[src/rtl/nn_train_sequencer.sv]
// Train-loop sequencer: drives the forward/training start-done handshakes and owns the live
// Q8.8 CNN parameters, looping forward -> check -> train -> commit until a stop condition.
module nn_train_sequencer #(
    parameter int unsigned TIMEOUT_CYCLES = 1024,
    parameter int unsigned STEP_W         = 8
) (
    input  logic              clk,
    input  logic              rst,
    input  logic              go,
    input  logic              abort,
    input  logic [STEP_W-1:0] num_steps,
    input  logic [15:0]       label,
    input  logic [15:0]       tolerance,
    input  logic              load_params,
    input  logic [15:0]       kernel_init [3][3],
    input  logic [15:0]       fc_w_init [4],
    input  logic [15:0]       fc_b_init,
    output logic              fwd_start,
    input  logic              fwd_done,
    input  logic [15:0]       fwd_output,
    output logic              trn_start,
    input  logic              trn_done,
    input  logic [15:0]       trn_kernel_out [3][3],
    input  logic [15:0]       trn_fc_w_out [4],
    input  logic [15:0]       trn_fc_b_out,
    output logic [15:0]       kernel_cur [3][3],
    output logic [15:0]       fc_w_cur [4],
    output logic [15:0]       fc_b_cur,
    output logic              busy,
    output logic              done,
    output logic              converged,
    output logic              timed_out,
    output logic              aborted,
    output logic [STEP_W-1:0] steps_done,
    output logic [15:0]       last_error
);

    localparam int unsigned      CNT_W    = $clog2(TIMEOUT_CYCLES + 1);
    localparam logic [CNT_W-1:0] CNT_LAST = CNT_W'(TIMEOUT_CYCLES - 1);

    typedef enum logic [2:0] {
        StIdle, StFwdStart, StFwdWait, StCheck, StTrnStart, StTrnWait, StCommit, StFinish
    } state_e;

    state_e             state_q, state_d;
    logic               fwd_done_q, trn_done_q;
    logic [CNT_W-1:0]   wait_cnt_q;
    logic [15:0]        fwd_out_q;
    logic [STEP_W-1:0]  num_steps_q, steps_q;
    logic               converged_q, timed_out_q, aborted_q;
    logic [15:0]        last_err_q;
    logic [15:0]        kernel_q [3][3];
    logic [15:0]        fc_w_q [4];
    logic [15:0]        fc_b_q;

    logic               fwd_rise, trn_rise, wait_expired;
    logic signed [16:0] err_wide;
    logic [15:0]        err_sat, err_abs;
    logic               within_tol;
    logic               run_start, do_load, capture_fwd, store_err;
    logic               set_conv, set_timeout, set_abort, do_commit;

    assign fwd_rise     = fwd_done & ~fwd_done_q;
    assign trn_rise     = trn_done & ~trn_done_q;
    assign wait_expired = (wait_cnt_q == CNT_LAST);

    assign err_wide = $signed({label[15], label}) - $signed({fwd_out_q[15], fwd_out_q});

    // Saturate to 16 bits; abs(-32768) is clamped to 32767 so it fits the unsigned compare.
    always_comb begin
        err_sat = err_wide[15:0];
        if (err_wide[16] != err_wide[15]) begin
            err_sat = err_wide[16] ? 16'h8000 : 16'h7fff;
        end
        err_abs = err_sat;
        if (err_sat == 16'h8000) begin
            err_abs = 16'h7fff;
        end else if (err_sat[15]) begin
            err_abs = ~err_sat + 16'd1;
        end
    end

    assign within_tol = (err_abs <= tolerance);

    always_comb begin
        state_d     = state_q;
        run_start   = 1'b0;
        do_load     = 1'b0;
        capture_fwd = 1'b0;
        store_err   = 1'b0;
        set_conv    = 1'b0;
        set_timeout = 1'b0;
        set_abort   = 1'b0;
        do_commit   = 1'b0;
        unique case (state_q)
            StIdle: begin
                do_load = load_params;
                if (go) begin
                    run_start = 1'b1;
                    state_d   = StFwdStart;
                end
            end
            StFwdStart: state_d = StFwdWait;
            StFwdWait: begin
                if (fwd_rise) begin
                    capture_fwd = 1'b1;
                    state_d     = StCheck;
                end else if (wait_expired) begin
                    set_timeout = 1'b1;
                    state_d     = StFinish;
                end
            end
            StCheck: begin
                store_err = 1'b1;
                if (within_tol) begin
                    set_conv = 1'b1;
                    state_d  = StFinish;
                end else if (steps_q == num_steps_q) begin
                    state_d = StFinish;
                end else begin
                    state_d = StTrnStart;
                end
            end
            StTrnStart: state_d = StTrnWait;
            StTrnWait: begin
                if (trn_rise) begin
                    state_d = StCommit;
                end else if (wait_expired) begin
                    set_timeout = 1'b1;
                    state_d     = StFinish;
                end
            end
            StCommit: begin
                do_commit = 1'b1;
                state_d   = StFwdStart;
            end
            StFinish: state_d = StIdle;
            default:  state_d = StIdle;
        endcase
        // Abort overrides every other effect of the current cycle, including a pending commit.
        if (abort && state_q != StIdle && state_q != StFinish) begin
            state_d     = StFinish;
            set_abort   = 1'b1;
            capture_fwd = 1'b0;
            store_err   = 1'b0;
            set_conv    = 1'b0;
            set_timeout = 1'b0;
            do_commit   = 1'b0;
        end
    end

    always_ff @(posedge clk or posedge rst) begin
        if (rst) begin
            state_q     <= StIdle;
            fwd_done_q  <= 1'b0;
            trn_done_q  <= 1'b0;
            wait_cnt_q  <= '0;
            fwd_out_q   <= '0;
            num_steps_q <= '0;
            steps_q     <= '0;
            converged_q <= 1'b0;
            timed_out_q <= 1'b0;
            aborted_q   <= 1'b0;
            last_err_q  <= '0;
            fc_b_q      <= '0;
            for (int i = 0; i < 3; i++) begin
                for (int j = 0; j < 3; j++) begin
                    kernel_q[i][j] <= '0;
                end
            end
            for (int i = 0; i < 4; i++) begin
                fc_w_q[i] <= '0;
            end
        end else begin
            state_q <= state_d;
            // Zero during START so a done level held over from before only counts after a fresh rise.
            fwd_done_q <= (state_d == StFwdStart) ? 1'b0 : fwd_done;
            trn_done_q <= (state_d == StTrnStart) ? 1'b0 : trn_done;
            if (state_q == StFwdWait || state_q == StTrnWait) begin
                wait_cnt_q <= wait_cnt_q + CNT_W'(1);
            end else begin
                wait_cnt_q <= '0;
            end
            if (capture_fwd) fwd_out_q <= fwd_output;
            if (run_start) begin
                num_steps_q <= num_steps;
                steps_q     <= '0;
                converged_q <= 1'b0;
                timed_out_q <= 1'b0;
                aborted_q   <= 1'b0;
                last_err_q  <= '0;
            end
            if (store_err)   last_err_q  <= err_sat;
            if (set_conv)    converged_q <= 1'b1;
            if (set_timeout) timed_out_q <= 1'b1;
            if (set_abort)   aborted_q   <= 1'b1;
            if (do_load) begin
                kernel_q <= kernel_init;
                fc_w_q   <= fc_w_init;
                fc_b_q   <= fc_b_init;
            end else if (do_commit) begin
                kernel_q <= trn_kernel_out;
                fc_w_q   <= trn_fc_w_out;
                fc_b_q   <= trn_fc_b_out;
                steps_q  <= steps_q + STEP_W'(1);
            end
        end
    end

    assign fwd_start  = (state_q == StFwdStart);
    assign trn_start  = (state_q == StTrnStart);
    assign busy       = (state_q != StIdle);
    assign done       = (state_q == StFinish);
    assign converged  = converged_q;
    assign timed_out  = timed_out_q;
    assign aborted    = aborted_q;
    assign steps_done = steps_q;
    assign last_error = last_err_q;
    assign kernel_cur = kernel_q;
    assign fc_w_cur   = fc_w_q;
    assign fc_b_cur   = fc_b_q;

endmodule

[config.mk]
export PLATFORM = sky130hd
export DESIGN_NAME = nn_train_sequencer
export DESIGN_NICKNAME = d
export VERILOG_FILES = /design/src/rtl/nn_train_sequencer.sv
export SDC_FILE = /design/constraint.sdc
export NUM_CORES = 1
export LEC_CHECK = 0
export CAP_MARGIN = 25
export CORE_AREA = 2 2 299 301
export CTS_CLUSTER_DIAMETER = 80
export DETAILED_ROUTE_END_ITERATION = 10
export DIE_AREA = 0 0 301 303
export PLACE_DENSITY_LB_ADDON = 0.2
export SKIP_LAST_GASP = 1
export SLEW_MARGIN = 15
export SYNTH_ARGS = -nofsm -noshare
export SYNTH_HDL_FRONTEND = slang
export SYNTH_SLANG_ARGS = --single-unit
[constraint.sdc]
create_clock -name clk -period 12.2 [get_ports clk]
set_input_delay 2.44 -clock clk [delete_from_list [all_inputs] [get_ports clk]]
set_output_delay 2.44 -clock clk [all_outputs]
set_load 0.005 [all_outputs]
Word level (Yosys, flattened, before mapping). Index checks and enable logic that the tools add are counted.

Register bits after elaboration: 291. Word-level logic and storage cells: 108.

Add/subtract/negate cells: 4. $lt $le $gt $ge: 1. Equality and inequality tests: 14. Mux-type cells: 49. Bitwise logic cells: 5. Reductions and logical operators: 10.

Operators by type and width (number): $mux 144 (2); $mux 16 (8); $mux 64 (2); $mux 1 (24); $mux 8 (3); $pmux 3 s8 (1); $sub 16x16->17 (1); $add 16x1->16 const B (1); $eq 16x16->1 const B (1); $le 16x16->1 (1); $not 16->16 (1); $eq 3x3->1 const B (5); $mux 3 (5); $add 11x1->11 const B (1); $eq 11x10->1 const B (1); $mux 11 (1); $reduce_bool 2->1 (5); $add 8x1->8 const B (1); $eq 8x8->1 (1); $eq 3x1->1 const B (2); $eq 3x2->1 const B (2); $mux 2 (2); $logic_not 3->1 (1); $ne 3x3->1 const B (1); 7 further kinds (10).

Logic depth before layout (Yosys ltp).
Depth after elaboration: 13. Depth in mapped cells: 28.

Worst setup path before layout. Ideal clock, no wire load.

Path type: input -> register. Start: input label[7]. End: register state_q[0]. Arrival time: 7641 ps. Required time: 12113 ps. Slack: 4472 ps. Stages: 27. Path buffers: 3. Path through: ha_1 -> clkbuf_1 -> a21oi_1 -> nand2_1 -> o2111ai_1 -> nand2_1 -> a31oi_1 -> clkbuf_1 -> nor2_1 -> nor2_1 -> ha_1 -> nand2_1 -> nor4_4 -> nand3_2 -> or3_1 -> o41a_4 -> buf_6 -> o22ai_2 -> ha_1 -> a21o_1 -> a21o_1 -> a21o_1 -> a21oi_1 -> o21ai_0 -> a221oi_1 -> nor3_1 -> o211ai_1.

Longest elaborated chain between the ends: 11.

Ends and longest elaborated chain: from (decl) (RTL line 12) `input logic [15:0] label,`; $sub 16x16->17 (*) (RTL line 67) `assign err_wide = $signed({label[15], label}) - $signed({fwd_out_q[15], fwd_out_q});`; $mux 16 or $ne 1x1->1 (tied branches) (RTL line 73, 72); $mux 16 (*) (RTL line 72) `if (err_wide[16] != err_wide[15]) begin`; $not 16->16 (RTL line 79) `err_abs = ~err_sat + 16'd1;`; $add 16x1->16 (RTL line 79); $mux 16 (RTL line 78) `end else if (err_sat[15]) begin`; $mux 16 (*) (RTL line 76) `if (err_sat == 16'h8000) begin`; $le 16x16->1 (*) (RTL line 83) `assign within_tol = (err_abs <= tolerance);`; $mux 2 (*) (RTL line 115) `if (within_tol) begin`; $pmux 3 s8 (*) (RTL line 95) `unique case (state_q)`; $mux 3 (*) (RTL line 141) `if (abort && state_q != StIdle && state_q != StFinish) begin`; via state_d[0] (RTL line 45) `state_e state_q, state_d;`; to (signal assigned) (RTL line 154) `state_q <= StIdle;`; to (signal assigned) (RTL line 175) `state_q <= state_d;`; to (decl) (RTL line 45).

The timed path passes the listed nets; every way through them passes the cells marked *. A chain may end at the register's enable or synchronous reset.

Final worst setup path.
Start: input label[0]. End: register trn_done_q.

Longest elaborated chain between the ends: 13.

Ends and longest elaborated chain: $sub 16x16->17 (*) (RTL line 67); $mux 16 or $ne 1x1->1 (tied branches) (RTL line 73, 72); $mux 16 (*) (RTL line 72); $not 16->16 (RTL line 79); $add 16x1->16 (RTL line 79); $mux 16 (RTL line 78); $mux 16 (*) (RTL line 76); $le 16x16->1 (*) (RTL line 83); $mux 2 (*) (RTL line 115); $pmux 3 s8 (*) (RTL line 95); $mux 3 (*) (RTL line 141); $eq 3x3->1 (*) (RTL line 178) `trn_done_q <= (state_d == StTrnStart) ? 1'b0 : trn_done;`; $mux 1 (*) (RTL line 178); to (signal assigned) (RTL line 178); to (decl) (RTL line 46) `logic fwd_done_q, trn_done_q;`.

Mark *: on every way between the ends. The rest lies on a longest branch, timed or not.

==> results.sh <==
export IMPL_worstMarginPinSlew_ps=1020
export IMPL_htree_levels=2
export IMPL_clk_pin_slew_ps=60
export IMPL_tns_ps=0
export IMPL_fmax_mhz=111
export IMPL_grt_pass1_wl_um=109000
export IMPL_gp_congestion=0.887
export IMPL_finClkSkew_ps=29.0
export IMPL_synthDistinctLibCells=69
export IMPL_synth_area_leaders="dfrtp_1 51%, nand2_1 13%, a22oi_1 12%"
export IMPL_synth_edff_count=0
export IMPL_top_usage_layer="met2"
export IMPL_dpl_hpwl_um=61300
export IMPL_synth_compound_area_share_pct=19.3
export IMPL_status="finished clean"
export IMPL_drt_iter0_markers=1044
export IMPL_drive_gt1_share_pct=5.69
export IMPL_cp_required_ps=12610
export IMPL_fin_util_pct=28.1
export IMPL_synth_top_cell_by_area="dfrtp_1"
export IMPL_tritoncts="done"
export IMPL_cp_slowest_cell="a31o_2"
export IMPL_ir_drop_uv=104
export IMPL_syn_area_per_cell_um2=9.17
export IMPL_grt_max_degree=113
export IMPL_die_y_um=303
export IMPL_remaining_drc_errors=0
export IMPL_hold_depth=1
export IMPL_leakagePower_nw=10.7
export IMPL_min_period_over_period_pct=74.1
export IMPL_powerDensity_mw_per_mm2=235
export IMPL_end_kind="register"
export IMPL_synth_top_family_by_area="compound AO/OA/AOI/OAI gates"
export IMPL_grt_antenna_before_repair=35
export IMPL_core_mm2=0.0880
export IMPL_synth_fa_ha_area_share_pct=3.26
export IMPL_yosys_area_share_simple_pct=18.6
export IMPL_switching_share_pct=39.2
export IMPL_cts_setup_buffers=0
export IMPL_p_total_mw=5.81
export IMPL_ys_warn_count=0
export IMPL_cp_common_cell="nand2_1"
export IMPL_detail_route_vias_per_cell=4.22
export IMPL_grt_overflow=0
export IMPL_clock_path_buffers=3
export IMPL_hold_viol=0
export IMPL_synth_xor_area_share_pct=2.25
export IMPL_clk_latency_ps=580
export IMPL_cts_inserted_buffers=39
export IMPL_p_comb_share_pct=51.5
export IMPL_place_area_mm2=0.0233
export IMPL_drt_pass1_iter_count=5
export IMPL_grt_use_met2_pct=29.2
export IMPL_cpPeakStageDelay_ps=730
export IMPL_pin_count=766
export IMPL_synth_seq_cells=291
export IMPL_use_met1_pct=18.6
export IMPL_cts_sinks=291
export IMPL_synth_top_flop_cell="dfrtp_1"
export IMPL_cts_resized=0
export IMPL_met3_usage_pct=5.42
export IMPL_synth_most_common_cell="nand2_1"
export IMPL_grt_pass1_vias=15300
export IMPL_path_buf_inv=3
export IMPL_crit_cells=26
export IMPL_ant_nets=0
export IMPL_crit_path_start_kind="input port"
export IMPL_cts_root_buf="clkbuf_16"
export IMPL_crit_type="in -> reg"
export IMPL_grt_util_all_layers_pct=16.4
export IMPL_die_area_mm2=0.0912
export IMPL_numPortBuffers=765
export IMPL_stdcell_area_mm2=0.0247
export IMPL_synthesis_instances=1567
export IMPL_cp_max_fo=33
export IMPL_drv_cap=0
export IMPL_p_sw_mw=2.28
export IMPL_hold_class="reg -> reg"
export IMPL_routed_wirelength_um=77600
export IMPL_ys_seq_area_share_pct=50.7
export IMPL_slew_headroom_pct=32.1
export IMPL_area_delta_synth_final_pct=71.7
export IMPL_p_int_mw=3.53
export IMPL_wl_per_cell_um=22.2
export IMPL_syn_area_mm2=0.0144
export IMPL_min_period_ps=9040
export IMPL_async_flop_share_pct=100
export IMPL_synthMuxAreaShare_pct=2.17
export IMPL_vias=14800
export IMPL_start_util_pct=16.3
export IMPL_fin_nets=2841
export IMPL_seq_power_share_pct=28.0
export IMPL_arrival_ps=9450
export IMPL_rsz0062_at_grt="no"
export IMPL_ctsHoldBuffers=0
export IMPL_r2r_worst_path_cells=24
export IMPL_die_x_um=301
export IMPL_synth_top_area_share_pct=50.7
export IMPL_num_rows=109
export IMPL_synth_top_cells_by_count="496 x nand2_1, 291 x dfrtp_1, 225 x a22oi_1"
export IMPL_slew_violations=0
export IMPL_cp_top_family="compound AO/OA/AOI/OAI gates"
export IMPL_syn_num_nets=2114
export IMPL_setup_violations=0
export IMPL_clkPwrFrac_pct=20.5
## per-stage QoR
stage | setup WS, ps | hold slack (ps) | instances
floorplan | 1730 | 433 | 1567
global placement | 2780 | 448 | 3414
detailed placement | 2710 | 452 | 3417
CTS | 3250 | 459 | 3485
global route | 2480 | 486 | 3493
finish | 3160 | 460 | 3499
## routing by layer
| layer | share of wire, % | vias to the layer above |
|---|---|---|
| met4 | 2.8 | 18 |
| met2 | 52 | 511 |
| met1 | 38 | 7162 |
| met3 | 7.7 | 121 |
| met5 | 0.15 | - |
| li1 | - | 6948 |
## cell usage in the layout (no fill, tap or decap), types with 3 or more instances in the layout
cell type / instances
clkinv_2: 6
nor4_1: 7
nand4_1: 6
buf_4: 19
a22oi_1: 225
clkdlybuf4s50_1: 765
xor2_1: 14
clkbuf_16: 39
or3_1: 4
diode_2: 13
and3_1: 7
mux2_2: 25
nor2_1: 57
a211oi_1: 5
nand2_1: 496
o211ai_1: 8
bufinv_16: 3
nand3b_1: 3
nor2b_1: 10
a21oi_1: 35
nor3b_1: 3
nand2b_1: 8
o21ai_0: 36
clkbuf_8: 11
clkbuf_1: 5
a311oi_1: 3
dfrtp_1: 291
o21a_1: 5
o22ai_2: 6
o22ai_1: 4
a31oi_1: 5
nor3_1: 8
xnor2_1: 21
ha_1: 35
mux2i_1: 3
nand3_1: 29
a22o_1: 3
a21o_1: 17
inv_1: 41
## sequential cells by signal (all words and copies together), names as in the netlist, 3 cells and up
name,count
fc_b_cur,16
num_steps_q,8
fwd_out_q,16
wait_cnt_q,11
last_error,16
kernel_cur,144
steps_done,8
state_q,3
fc_w_cur,64
## logic make-up (layout without fill, tap and decap cells)
family / after synthesis / after routing
AO/OA/AOI/OAI: 382 / 382
other: 0 / 13
buffers and inverters: 142 / 896
AND/OR/NAND/NOR: 651 / 651
multiplexers: 28 / 28
adder cells (fa/ha/maj): 37 / 37
flip-flops: 291 / 291
XOR/XNOR: 36 / 36
## power by group through the flow
stage                     Combinational [mW]  Clock, mW  Sequential [mW]
after CTS                               3.04       1.25             1.63
after detailed placement                3.03          0             1.63
after global placement                  3.03          0             1.62
after floorplan                         1.42          0             1.63
after global routing                    3.30       1.28             1.69
final                                   2.99       1.19             1.63
## final timing paths
path                            slack [ps]           from              end
worst max-delay path                  3160       label[0]       trn_done_q
worst min-delay path                   460  wait_cnt_q[0]    wait_cnt_q[0]
worst max register to register        5200   fwd_out_q[0]       trn_done_q
worst min register to register         460  wait_cnt_q[0]    wait_cnt_q[0]
max in group asynchronous             7500            rst   kernel_cur[30]
min in group asynchronous             2370            rst  kernel_cur[103]
## area by class of cell
cell class / count / area [um2]
clock inverter: 13 / 183
antenna: 13 / 32.5
inverter: 42 / 165
multi-input combinational: 1134 / 6570
clock buffer: 55 / 1150
timing repair buffer: 786 / 7840
sequential: 291 / 7280
fill: 9328 / 63300
tap: 1165 / 1460
## worst reg2reg max path: stages (launching register included)
cell	delay, ps
dfrtp_1	370
ha_1	220
fa_1	420
nand2b_1	210
a211oi_1	560
o2111ai_1	280
nand2_1	210
a31o_2	730
nand2_1	360
a21oi_1	380
inv_1	80
ha_1	370
nand2_1	180
nor4_4	80
nand3_2	170
nor3_1	90
a2111oi_0	480
a211oi_1	120
ha_1	320
nand2_1	90
or3_1	440
o21bai_1	150
a221oi_1	70
nor3_1	320
a21boi_0	150
Note: power is estimated with default switching activity, not from simulation.
